[src/rtl/cart_rom_fetch.sv]
// Cartridge ROM fetch arbiter: merges CPU PRG and PPU CHR reads onto one external ROM port.
// Optional build macro PPU_PRIORITY_EN selects fixed CHR priority instead of round-robin.
module cart_rom_fetch (
  input  logic        clk,
  input  logic        rst_n,
  input  logic [3:0]  game,
  input  logic        prg_req,
  input  logic [14:0] prg_addr,
  output logic        prg_ack,
  output logic [7:0]  prg_data,
  input  logic        chr_req,
  input  logic [12:0] chr_addr,
  output logic        chr_ack,
  output logic [7:0]  chr_data,
  output logic        mem_req,
  output logic [19:0] mem_addr,
  input  logic [7:0]  mem_rdata,
  input  logic        mem_ack
);

  typedef enum logic [1:0] {IDLE, WAIT_PRG, WAIT_CHR, DONE} state_e;

  state_e      state_q, state_d;
  logic        mem_req_q, mem_req_d;
  logic [19:0] mem_addr_q, mem_addr_d;
  logic [7:0]  prg_data_q, prg_data_d;
  logic [7:0]  chr_data_q, chr_data_d;
  logic        gnt_chr_q, gnt_chr_d;
  logic        grant_chr;
`ifndef PPU_PRIORITY_EN
  logic        prefer_chr_q, prefer_chr_d;
`endif

  always_comb begin
    state_d    = state_q;
    mem_req_d  = mem_req_q;
    mem_addr_d = mem_addr_q;
    prg_data_d = prg_data_q;
    chr_data_d = chr_data_q;
    gnt_chr_d  = gnt_chr_q;
`ifdef PPU_PRIORITY_EN
    grant_chr    = chr_req;
`else
    prefer_chr_d = prefer_chr_q;
    grant_chr    = chr_req && (!prg_req || prefer_chr_q);
`endif
    case (state_q)
      IDLE: begin
        if (prg_req || chr_req) begin
          gnt_chr_d  = grant_chr;
          mem_req_d  = 1'b1;
          mem_addr_d = grant_chr ? {game, 3'b100, chr_addr} : {game, 1'b0, prg_addr};
          state_d    = grant_chr ? WAIT_CHR : WAIT_PRG;
`ifndef PPU_PRIORITY_EN
          // The client just served loses the next tie.
          prefer_chr_d = !grant_chr;
`endif
        end
      end
      WAIT_PRG: begin
        if (mem_ack) begin
          prg_data_d = mem_rdata;
          mem_req_d  = 1'b0;
          state_d    = DONE;
        end
      end
      WAIT_CHR: begin
        if (mem_ack) begin
          chr_data_d = mem_rdata;
          mem_req_d  = 1'b0;
          state_d    = DONE;
        end
      end
      DONE:    state_d = IDLE;
      default: state_d = IDLE;
    endcase
  end

  always_ff @(posedge clk or negedge rst_n) begin
    if (!rst_n) begin
      state_q    <= IDLE;
      mem_req_q  <= 1'b0;
      mem_addr_q <= '0;
      prg_data_q <= '0;
      chr_data_q <= '0;
      gnt_chr_q  <= 1'b0;
    end else begin
      state_q    <= state_d;
      mem_req_q  <= mem_req_d;
      mem_addr_q <= mem_addr_d;
      prg_data_q <= prg_data_d;
      chr_data_q <= chr_data_d;
      gnt_chr_q  <= gnt_chr_d;
    end
  end

`ifndef PPU_PRIORITY_EN
  always_ff @(posedge clk or negedge rst_n) begin
    if (!rst_n) prefer_chr_q <= 1'b0;
    else        prefer_chr_q <= prefer_chr_d;
  end
`endif

  assign prg_ack  = (state_q == DONE) && !gnt_chr_q;
  assign chr_ack  = (state_q == DONE) &&  gnt_chr_q;
  assign prg_data = prg_data_q;
  assign chr_data = chr_data_q;
  assign mem_req  = mem_req_q;
  assign mem_addr = mem_addr_q;

endmodule

[config.mk]
export PLATFORM = sky130hd
export DESIGN_NAME = cart_rom_fetch
export DESIGN_NICKNAME = d
export VERILOG_FILES = /design/src/rtl/cart_rom_fetch.sv
export SDC_FILE = /design/constraint.sdc
export NUM_CORES = 1
export LEC_CHECK = 0
export ABC_AREA = 1
export BUFFER_PORTS_ARGS = -buffer_cell sky130_fd_sc_hd__buf_4
export CAP_MARGIN = 20
export CORE_MARGIN = 2
export CORE_UTILIZATION = 32
export DETAILED_ROUTE_END_ITERATION = 10
export PLACE_DENSITY_LB_ADDON = 0.25
export SYNTH_ARGS = -nofsm -noshare
export SYNTH_HDL_FRONTEND = slang
export SYNTH_SLANG_ARGS = --single-unit
[constraint.sdc]
create_clock -name clk -period 1.4 [get_ports clk]
set_input_delay 0.42 -clock clk [delete_from_list [all_inputs] [get_ports clk]]
set_output_delay 0.42 -clock clk [all_outputs]
set_load 0.01 [all_outputs]
* After elaboration in Yosys (flattened, before gate mapping)
Index checks and enable logic that the tools add are counted.
** Storage, ports and cells
- Register bits after elaboration :: 41
- Input bits :: 45
- Output and inout bits :: 39
- Logic and storage cells :: 36
** Operators by class
- Equality and inequality tests :: 5
- Muxes and demuxes :: 8
- Reduce and logical (&&, ||, !) cells :: 16
** Operator list (number)
- 16-bit two-way mux :: 1
- 2-bit AND reduction :: 4
- 2-bit two-way mux :: 3
- 2-bit one-hot mux with 3 select lines :: 1
- 2-bit equality test (second input constant) :: 2
- 1-bit logical AND :: 3
- 1-bit zero test :: 3
- 3-bit AND reduction :: 1
- 2-bit by 1-bit equality test with 1-bit output (second input constant) :: 1
- 2-bit zero test :: 1
- 1-bit logical OR :: 2
- 1-bit two-way mux :: 2
- 2-bit by 1-bit != test with 1-bit output (second input constant) :: 1
- 2-bit != test (second input constant) :: 1
- 1-bit one-hot mux with 2 select lines :: 1
- 2-bit nonzero test :: 1
- 2-bit OR reduction :: 1

* Longest topological paths before layout
Gate-level depths: netlist (run 1).
- Word-level depth :: 6
- Gate-level depth with buffers :: 7
- Gate-level depth less buffers :: 7

* Least setup slack after synthesis (run 1)
OpenSTA, ideal clock, no wires.
- Path kind :: reg-to-reg
- Start :: register state_q[0]
- End :: register state_q[0]
- Library setup time :: 0.065 ns
- Arrival time :: 1.195 ns
- Data required time :: 1.335 ns
- Slack :: 0.140 ns
- Stages on the path, launching flop included :: 8
- Path buffers :: 0
- Period minus slack after synthesis :: 1.260 ns
- Cell sequence :: dfrtp_1 inv_1 ha_1 inv_1 or2_2 nand2_1 nand2_1 nand2_1
** On the way
- Cells in the longest elaborated chain, start to end :: 4
- Elaborated cells between the ends (all ways) :: 9
- Classes of those cells :: 5 x eq/ne; 1 x mux; 3 x reduce/logical
** RTL lines
- from (decl) :: line 23 : state_e state_q, state_d;
- from (signal assigned) :: line 88 : state_q <= state_d;
- 2-bit equality test or 2-bit by 1-bit equality test with 1-bit output (tied branches) :: line 47 : case (state_q)
- 2-bit OR reduction (no line)
- 2-bit by 1-bit != test with 1-bit output (no line)
- 2-bit AND reduction (no line)
Parallel ways exist; a longest one is shown, timed or not.
A chain may end at the register's enable or synchronous reset.

* Final worst setup path (run 1)
- Start :: register state_q[0]
- End :: output chr_ack
** On the way
- Cells in the longest elaborated chain, start to end :: 2
** RTL lines
- 2-bit equality test :: line 105 : assign chr_ack = (state_q == DONE) && gnt_chr_q;
- 1-bit logical AND :: line 105
- to (decl) :: line 13 : output logic chr_ack,
No other way between the ends.

==> impl_metrics.env, run 1 <==
export IMPL_status="complete, but fails checks"
export IMPL_violations="negative setup slack"
export IMPL_via_per_inst=4.44
export IMPL_crit_required_ns=0.98
export IMPL_drcViolationCount=0
export IMPL_drt_iter0_markers=75
export IMPL_drt_total_wl_um=4770
export IMPL_diodes=0
export IMPL_num_rows=28
export IMPL_syn2layout_area_growth_pct=47.8
export IMPL_finalCritPeriodShare=1.10
export IMPL_die_h_um=82
export IMPL_powerDensity_mw_per_mm2=2060
export IMPL_postSynthAreaPerCell_um2=8.36
export IMPL_grt_pass1_vias=1756
export IMPL_io_pins=84
export IMPL_fin_ws_ns=-0.139
export IMPL_htree_levels=2
export IMPL_end_kind="output pin"
export IMPL_hold_violations=0
export IMPL_regArea_mm2=0.00100
export IMPL_cts_tree="yes"
export IMPL_gr_total_overflow=0
export IMPL_grt_pass1_wl_um=7760
export IMPL_cts_root_buffer="clkbuf_8"
export IMPL_synth_cell_types=19
export IMPL_hp_class="primary input to async pin"
export IMPL_leakagePower_uw=0.00160
export IMPL_nets=375
export IMPL_setup_viol=4
export IMPL_slew_headroom=0.657
export IMPL_synth_flop_cell="dfrtp_1"
export IMPL_path_cells="ha_4 > nand2_1 > inv_1 > buf_6"
export IMPL_wl_per_cell_um=11.9
export IMPL_synth_fp_nets=283
export IMPL_multi_input_comb_area_um2=793
export IMPL_grt_usage=0.149
export IMPL_synth_warnings=0
export IMPL_initial_core_util=0.331
export IMPL_first_pass_iters=4
export IMPL_total_power_uw=5940
export IMPL_worstPathArrival_ns=1.12
export IMPL_ant_nets=0
export IMPL_final_cell_mix="90 x nand2_1, 90 x buf_4, 40 x dfrtp_1"
export IMPL_gp_congestion=0.783
export IMPL_die_w_um=82
export IMPL_holdWs_ns=0.0989
export IMPL_path_class="flip-flop to output pin"
export IMPL_postSynth_asyncResetShare=1.00
export IMPL_cp_max_fo=3
export IMPL_fmax_ghz=0.650
export IMPL_maxCapViolCount=0
export IMPL_clock_sinks=40
export IMPL_clock_latency_ns=0.29
export IMPL_synth_edf_count=0
export IMPL_ir_drop_v=0.000901
export IMPL_io_buffers=83
export IMPL_fin_util=0.489
export IMPL_fill_cells=601
export IMPL_fin_skew_ns=0.00556
export IMPL_ys_seq_area_frac=0.514
export IMPL_ys_ff_latch=40
export IMPL_critPathMaxStageDelay_ns=0.43
export IMPL_clk_pin_slew_ns=0.08
export IMPL_tightest_slew_ns=0.515
export IMPL_rsz0062_at_grt="yes"
export IMPL_antenna_found_initial=0
export IMPL_drv_slew=0
export IMPL_startpoint_type="flip-flop"
export IMPL_critPathSlowestCell="dfrtp_1"
export IMPL_grt_max_degree=41
export IMPL_final_layout_size_suffix_gt1_frac=0.368
export IMPL_cts_max_path_buffers=2
export IMPL_cts_buffers=5
export IMPL_hpwl_um=3460
export IMPL_die_area_mm2=0.00672
export IMPL_vias=1779
export IMPL_core_area_mm2=0.00589
export IMPL_synthCells=233
export IMPL_fin_crit_ns=1.54
export IMPL_syn_area_mm2=0.00195
-- routing by layer --
| layer | track usage | up-vias | share of wire |
|---|---|---|---|
| met5 | 0 | - | 0 |
| met4 | 0.0300 | 0 | 0.0080 |
| met2 | 0.248 | 78 | 0.45 |
| met3 | 0.0484 | 6 | 0.099 |
| met1 | 0.189 | 799 | 0.45 |
| li1 | - | 896 | - |
-- worst max-delay path, delay by kind of cell (launching register included) --
family,cells,cell delay [ns]
DFF,1,0.43
adders and majority gates,1,0.19
buffers and inverters,2,0.16
and+or+nand+nor,1,0.06
-- worst paths after layout --
path	from	to	slack, ns	depth (start not counted)
min in group clk	game[0]	mem_addr[16]	0.33	3
max in group asynchronous	rst_n	mem_addr[19]	0.94	1
min	rst_n	mem_addr[3]	0.1	1
min reg2reg	mem_req	mem_req	0.48	2
max	state_q[0]	chr_ack	-0.14	4
max reg2reg	state_q[0]	state_q[1]	-0.03	7
-- sequential cells by signal, indices dropped and copies added, names as in the netlist --
signal	count
state_q	2
chr_data	8
prg_data	8
mem_addr	20
mem_req	1
prefer_chr_q	1
-- cells by family (layout without fill, tap and decap cells) --
family                   after synthesis  count (layout)  share of synthesized area
flip-flops                            40              40                      0.514
AO/OA/AOI/OAI                         18              18                     0.0521
AND/OR/NAND/NOR                      129             129                      0.307
buffers and inverters                 41             134                     0.0951
adder cells (fa/ha/maj)                5               5                     0.0321
-- metrics by stage --
stage	cell area, um2	instances	TNS [ns]	setup slack, ns
floorplan	1950	233	0	0.140
global placement	2690	389	-0.0412	-0.0223
detailed placement	2690	389	-0.311	-0.0653
CTS	2830	399	-0.296	-0.156
global route	2880	401	-0.692	-0.196
finish	2880	401	-0.323	-0.139
-- synth_stat cells (2+ instances only) --
cell type | number | area (um2)
clkbuf_1 | 2 | 7.51
inv_1 | 30 | 113
o21ai_0 | 17 | 85.1
or2_2 | 2 | 12.5
buf_6 | 3 | 33.8
nand3_2 | 6 | 60.1
nand3b_1 | 13 | 97.6
nor2_1 | 4 | 15.0
buf_2 | 4 | 20.0
nand3_1 | 9 | 45.0
nand2_1 | 91 | 342
ha_1 | 5 | 62.6
dfrtp_1 | 40 | 1000
nand2_2 | 2 | 12.5
-- cell type report --
type,count,area share
clock inverter,3,0.0148
timing repair buffer,95,0.264
multi-input combinational,152,0.276
tap,75,0.0326
clock buffer,5,0.0239
sequential,40,0.348
inverter,31,0.0413
-- report_power, final --
group	internal, uW	switching [uW]	total, uW
clock	528	403	931
combinational	1480	1470	2950
sequential	1710	342	2060
-- repair_timing --
| item | 4_1_cts | 5_1_grt |
|---|---|---|
| setup buffers | 2 | 2 |
| endpoints found under the setup margin | 21 | 24 |
| gates resized for setup | 4 | 8 |
| pin swaps | 1 | 2 |
| hold buffers | 0 | 0 |
No activity file was read; power rests on OpenSTA's default activity.
==> run 2: changes to the inputs <==
clock period = 2 ns   (was 1.4 ns; I/O delays follow)
==> run 2 against run 1 <==
  * The run now ends clean
  * Register-to-register slack better by 0.53 ns
  * Sequential power is 30% lower
  * Routed wire length is 5.3% lower
  * Flip-flop and latch count stayed put
  * Clock power is 40% lower
  * Clock skew is 0.0029 ns lower
  * Setup slack better by 0.36 ns
  * Sequential share of layout area is 2.2 points higher
  * Final cell count is 2.5% lower
  * Global-route usage is 1.1 points lower
  * Die area stayed put
==> impl_metrics.env, run 2 (synthesized netlist as in run 1, its figures left out) <==
export IMPL_ant_nets=0
export IMPL_fin_crit_ns=1.78
export IMPL_cts_max_path_buffers=2
export IMPL_grt_pass1_vias=1605
export IMPL_startpoint_type="flip-flop"
export IMPL_hp_class="primary input to async pin"
export IMPL_tightest_slew_ns=0.504
export IMPL_instances_no_fill=391
export IMPL_drcViolationCount=0
export IMPL_critPathSlowestCell="dfrtp_1"
export IMPL_powerDensity_mw_per_mm2=1410
export IMPL_total_power_uw=3820
export IMPL_core_area_mm2=0.00589
export IMPL_fin_setup_tns_ns=0
export IMPL_syn2layout_area_growth_pct=38.9
export IMPL_cts_resized=0
export IMPL_cp_max_fo=4
export IMPL_status="finished clean"
export IMPL_worstPathArrival_ns=1.18
export IMPL_die_w_um=82
export IMPL_path_class="flip-flop to output pin"
export IMPL_gp_congestion=0.683
export IMPL_drt_total_wl_um=4510
export IMPL_post_cts_buffers=0
export IMPL_vias=1710
export IMPL_wl_per_cell_um=11.5
export IMPL_hold_violations=0
export IMPL_final_layout_size_suffix_gt1_frac=0.332
export IMPL_final_cell_mix="91 x nand2_1, 85 x buf_4, 40 x dfrtp_1"
export IMPL_antenna_found_initial=0
export IMPL_endpoint="prg_ack"
export IMPL_timing_rr_start="state_q[1]"
export IMPL_end_kind="output pin"
export IMPL_fmax_ghz=0.562
export IMPL_crit_required_ns=1.40
export IMPL_finalCritPeriodShare=0.890
export IMPL_gr_total_overflow=0
export IMPL_num_rows=28
export IMPL_die_h_um=82
export IMPL_r2r_end="mem_addr[4]"
export IMPL_setup_viol=0
export IMPL_initial_core_util=0.331
export IMPL_grt_pass1_wl_um=7180
export IMPL_hpwl_um=3360
export IMPL_holdWs_ns=0.274
export IMPL_io_pins=84
export IMPL_leakagePower_uw=0.00153
export IMPL_diodes=0
export IMPL_fin_skew_ns=0.00269
export IMPL_io_buffers=83
export IMPL_clock_latency_ns=0.29
export IMPL_clock_sinks=40
export IMPL_cts_root_buffer="clkbuf_8"
export IMPL_largest_reg_flops=20
export IMPL_r2r_setup_slack_ns=0.50
export IMPL_maxCapViolCount=0
export IMPL_critPathMaxStageDelay_ns=0.42
export IMPL_cp_startpoint="state_q[0]"
export IMPL_cts_tree="yes"
export IMPL_reg2regPathDepth=6
export IMPL_cts_buffers=5
export IMPL_path_cells="ha_1 > inv_1 > nor2_1 > buf_4"
export IMPL_grt_usage=0.138
export IMPL_fill_cells=581
export IMPL_ir_drop_v=0.000624
export IMPL_die_area_mm2=0.00672
export IMPL_cts_hold_buf=0
export IMPL_rsz0062_at_grt="no"
export IMPL_layout_commonest_cell="nand2_1"
export IMPL_first_pass_iters=4
export IMPL_placed_cells=383
export IMPL_slew_headroom=0.664
export IMPL_clk_pin_slew_ns=0.08
export IMPL_nets=365
export IMPL_via_per_inst=4.37
export IMPL_drt_iter0_markers=46
export IMPL_drv_slew=0
export IMPL_grt_max_degree=41
export IMPL_htree_levels=2
run 2: cell types whose count changed in the layout (fill, tap and decap cells not counted), moves of 2 or more:
cell,change
buf_12,-3
buf_4,-5
buf_6,-2
ha_1,+2
ha_4,-2
run 2: power breakdown:
part           internal, uW  switching (uW)  leakage, uW
Sequential             1200             243     0.000495
Clock                   280             274    0.0000445
Combinational           862             959     0.000986
Total                  2340            1480      0.00153
run 2: area by class of cell:
| class | count | area, um2 | share of cell area |
|---|---|---|---|
| clock buffers | 7 | 86.3 | 0.0319 |
| clock inverters | 1 | 7.51 | 0.00278 |
| inverters | 31 | 116 | 0.0430 |
| multi-input cells | 152 | 761 | 0.281 |
| flip-flops and latches | 40 | 1000 | 0.370 |
| well taps | 75 | 93.8 | 0.0347 |
| repair buffers | 85 | 638 | 0.236 |
run 2: how the worst min path moves through the flow:
stage / from / endpoint / cells past startpoint
after floorplan: rst_n / chr_data[0] / 0
after global placement: mem_req / mem_req / 2
after detailed placement: mem_addr[14] / mem_addr[14] / 2
after CTS: rst_n / mem_addr[5] / 1
after global routing: rst_n / mem_addr[5] / 1
final: rst_n / mem_addr[5] / 1
run 2: routing by layer:
metal  up-vias  part of all wire  wire [um]  track usage
li1        877                 -          -            -
met1       752              0.45       2030        0.181
met2        75              0.43       1930        0.217
met3         6              0.11        510       0.0484
met4         0            0.0089         40       0.0350
met5         -                 0          0            0
run 2: metrics by stage:
step	setup slack (ns)	cell area (um2)	util
CTS	0.205	2700	0.459
global placement	0.470	2610	0.443
detailed placement	0.452	2610	0.443
finish	0.220	2700	0.459
global route	0.159	2700	0.459
floorplan	0.671	1950	-
run 2: critical path: cells and delay by family (launching register included):
kind,cells,cell delay [ns]
flip-flops,1,0.42
adder cells (fa/ha/maj),1,0.24
buffers and inverters,2,0.20
AND/OR/NAND/NOR,1,0.03
==> run 3: changes to the inputs <==
CORE_UTILIZATION = 40   (was 32)
==> run 3 against run 2 <==
  * Die area down 19%
  * Maximum frequency rose by 0.76%
  * Critical path depth unchanged
  * Largest power group unchanged
==> impl_metrics.env, run 3 (synthesized netlist as in run 1, its figures left out) <==
export IMPL_status="finished clean"
export IMPL_fmax_ghz=0.566
export IMPL_diodes=0
export IMPL_syn2layout_area_growth_pct=37.7
export IMPL_die_h_um=73.8
export IMPL_post_cts_buffers=0
export IMPL_path_class="flip-flop to output pin"
export IMPL_leakagePower_uw=0.00152
export IMPL_rsz0062_at_grt="no"
export IMPL_clk_pin_slew_ns=0.07
export IMPL_placed_cells=375
export IMPL_clock_latency_ns=0.29
export IMPL_endpoint="prg_ack"
export IMPL_cts_max_path_buffers=2
export IMPL_grt_usage=0.170
export IMPL_gr_total_overflow=0
export IMPL_via_per_inst=4.46
export IMPL_io_pins=84
export IMPL_drt_total_wl_um=4330
export IMPL_cts_root_buffer="clkbuf_8"
export IMPL_core_area_mm2=0.00472
export IMPL_initial_core_util=0.412
export IMPL_htree_levels=2
export IMPL_nets=365
export IMPL_worstPathArrival_ns=1.17
export IMPL_startpoint_type="flip-flop"
export IMPL_multi_input_comb_area_um2=761
export IMPL_drv_slew=0
export IMPL_slew_headroom=0.673
export IMPL_regArea_mm2=0.00100
export IMPL_holdWs_ns=0.274
export IMPL_clock_sinks=40
export IMPL_fin_setup_tns_ns=0
export IMPL_end_kind="output pin"
export IMPL_grt_pass1_vias=1661
export IMPL_final_cell_mix="91 x nand2_1, 85 x buf_4, 40 x dfrtp_1"
export IMPL_wl_per_cell_um=11.3
export IMPL_tightest_slew_ns=0.491
export IMPL_grt_max_degree=41
export IMPL_fin_util=0.568
export IMPL_crit_required_ns=1.40
export IMPL_hp_class="primary input to async pin"
export IMPL_die_w_um=73.8
export IMPL_ir_drop_v=0.000734
export IMPL_cts_resized=0
export IMPL_die_area_mm2=0.00544
export IMPL_antenna_found_initial=0
export IMPL_layout_commonest_cell="nand2_1"
export IMPL_cp_max_fo=4
export IMPL_r2r_end="mem_addr[14]"
export IMPL_cts_buffers=5
export IMPL_powerDensity_mw_per_mm2=1410
export IMPL_hpwl_um=3180
export IMPL_r2r_setup_slack_ns=0.53
export IMPL_cts_hold_buf=0
export IMPL_instances_no_fill=382
export IMPL_first_pass_iters=4
export IMPL_gp_congestion=0.778
export IMPL_final_layout_size_suffix_gt1_frac=0.333
export IMPL_drt_iter0_markers=65
export IMPL_maxCapViolCount=0
export IMPL_ant_nets=0
export IMPL_drcViolationCount=0
export IMPL_reg2regPathDepth=7
export IMPL_fin_skew_ns=0.00605
export IMPL_timing_rr_start="state_q[1]"
export IMPL_io_buffers=83
export IMPL_cp_startpoint="state_q[1]"
export IMPL_fill_cells=440
export IMPL_finalCritPeriodShare=0.883
export IMPL_vias=1705
export IMPL_cts_tree="yes"
export IMPL_grt_pass1_wl_um=7120
export IMPL_num_rows=25
export IMPL_hold_violations=0
export IMPL_setup_viol=0
export IMPL_fin_crit_ns=1.77
export IMPL_largest_reg_flops=20
[run 3: cell count changes in the layout (fill, tap and decap cells not counted), sizes merged]
cell,delta
clkbuf,-2
clkinv,+1
[run 3: worst min-delay path by stage]
stage,startpoint,endpoint
6_report,rst_n,mem_addr[4]
5_1_grt,rst_n,prg_data[0]
4_1_cts,rst_n,mem_addr[10]
3_5_place_dp,mem_addr[4],mem_addr[4]
3_3_place_gp,mem_req,mem_req
2_1_floorplan,rst_n,chr_data[0]
[run 3: layer usage]
layer | vias to the layer above | wire length [um] | global-route usage
met3 | 4 | 389 | 0.0604
met1 | 761 | 1940 | 0.207
met5 | - | 0 | 0
met4 | 0 | 35 | 0.0525
met2 | 67 | 1960 | 0.282
li1 | 873 | - | -
[run 3: area by class of cell]
class / instances / share of cell area
tap: 67 / 0.0313
clock inverter: 2 / 0.00467
inverter: 31 / 0.0434
sequential: 40 / 0.373
timing repair buffer: 85 / 0.238
multi-input combinational: 152 / 0.284
clock buffer: 5 / 0.0257
[run 3: where the power goes]
| group | switching, uW | leakage (uW) | internal, uW | total, uW |
|---|---|---|---|---|
| sequential | 239 | 0.000495 | 1200 | 1440 |
| clock | 266 | 0.0000400 | 236 | 502 |
| combinational | 968 | 0.000986 | 859 | 1830 |
| total | 1470 | 0.00152 | 2300 | 3770 |
[run 3: critical path, stage by stage, from the launching register on]
cell	delay [ns]
dfrtp_1	0.42
ha_1	0.22
inv_1	0.06
nor2_1	0.03
buf_4	0.14
[run 3: through the flow]
stage	setup WS, ns	cell area, um2	total power (uW)
after floorplan	0.671	1950	2480
after global placement	0.513	2600	3260
after detailed placement	0.480	2600	3300
after CTS	0.219	2680	3830
after global routing	0.149	2680	4130
final	0.234	2680	3770
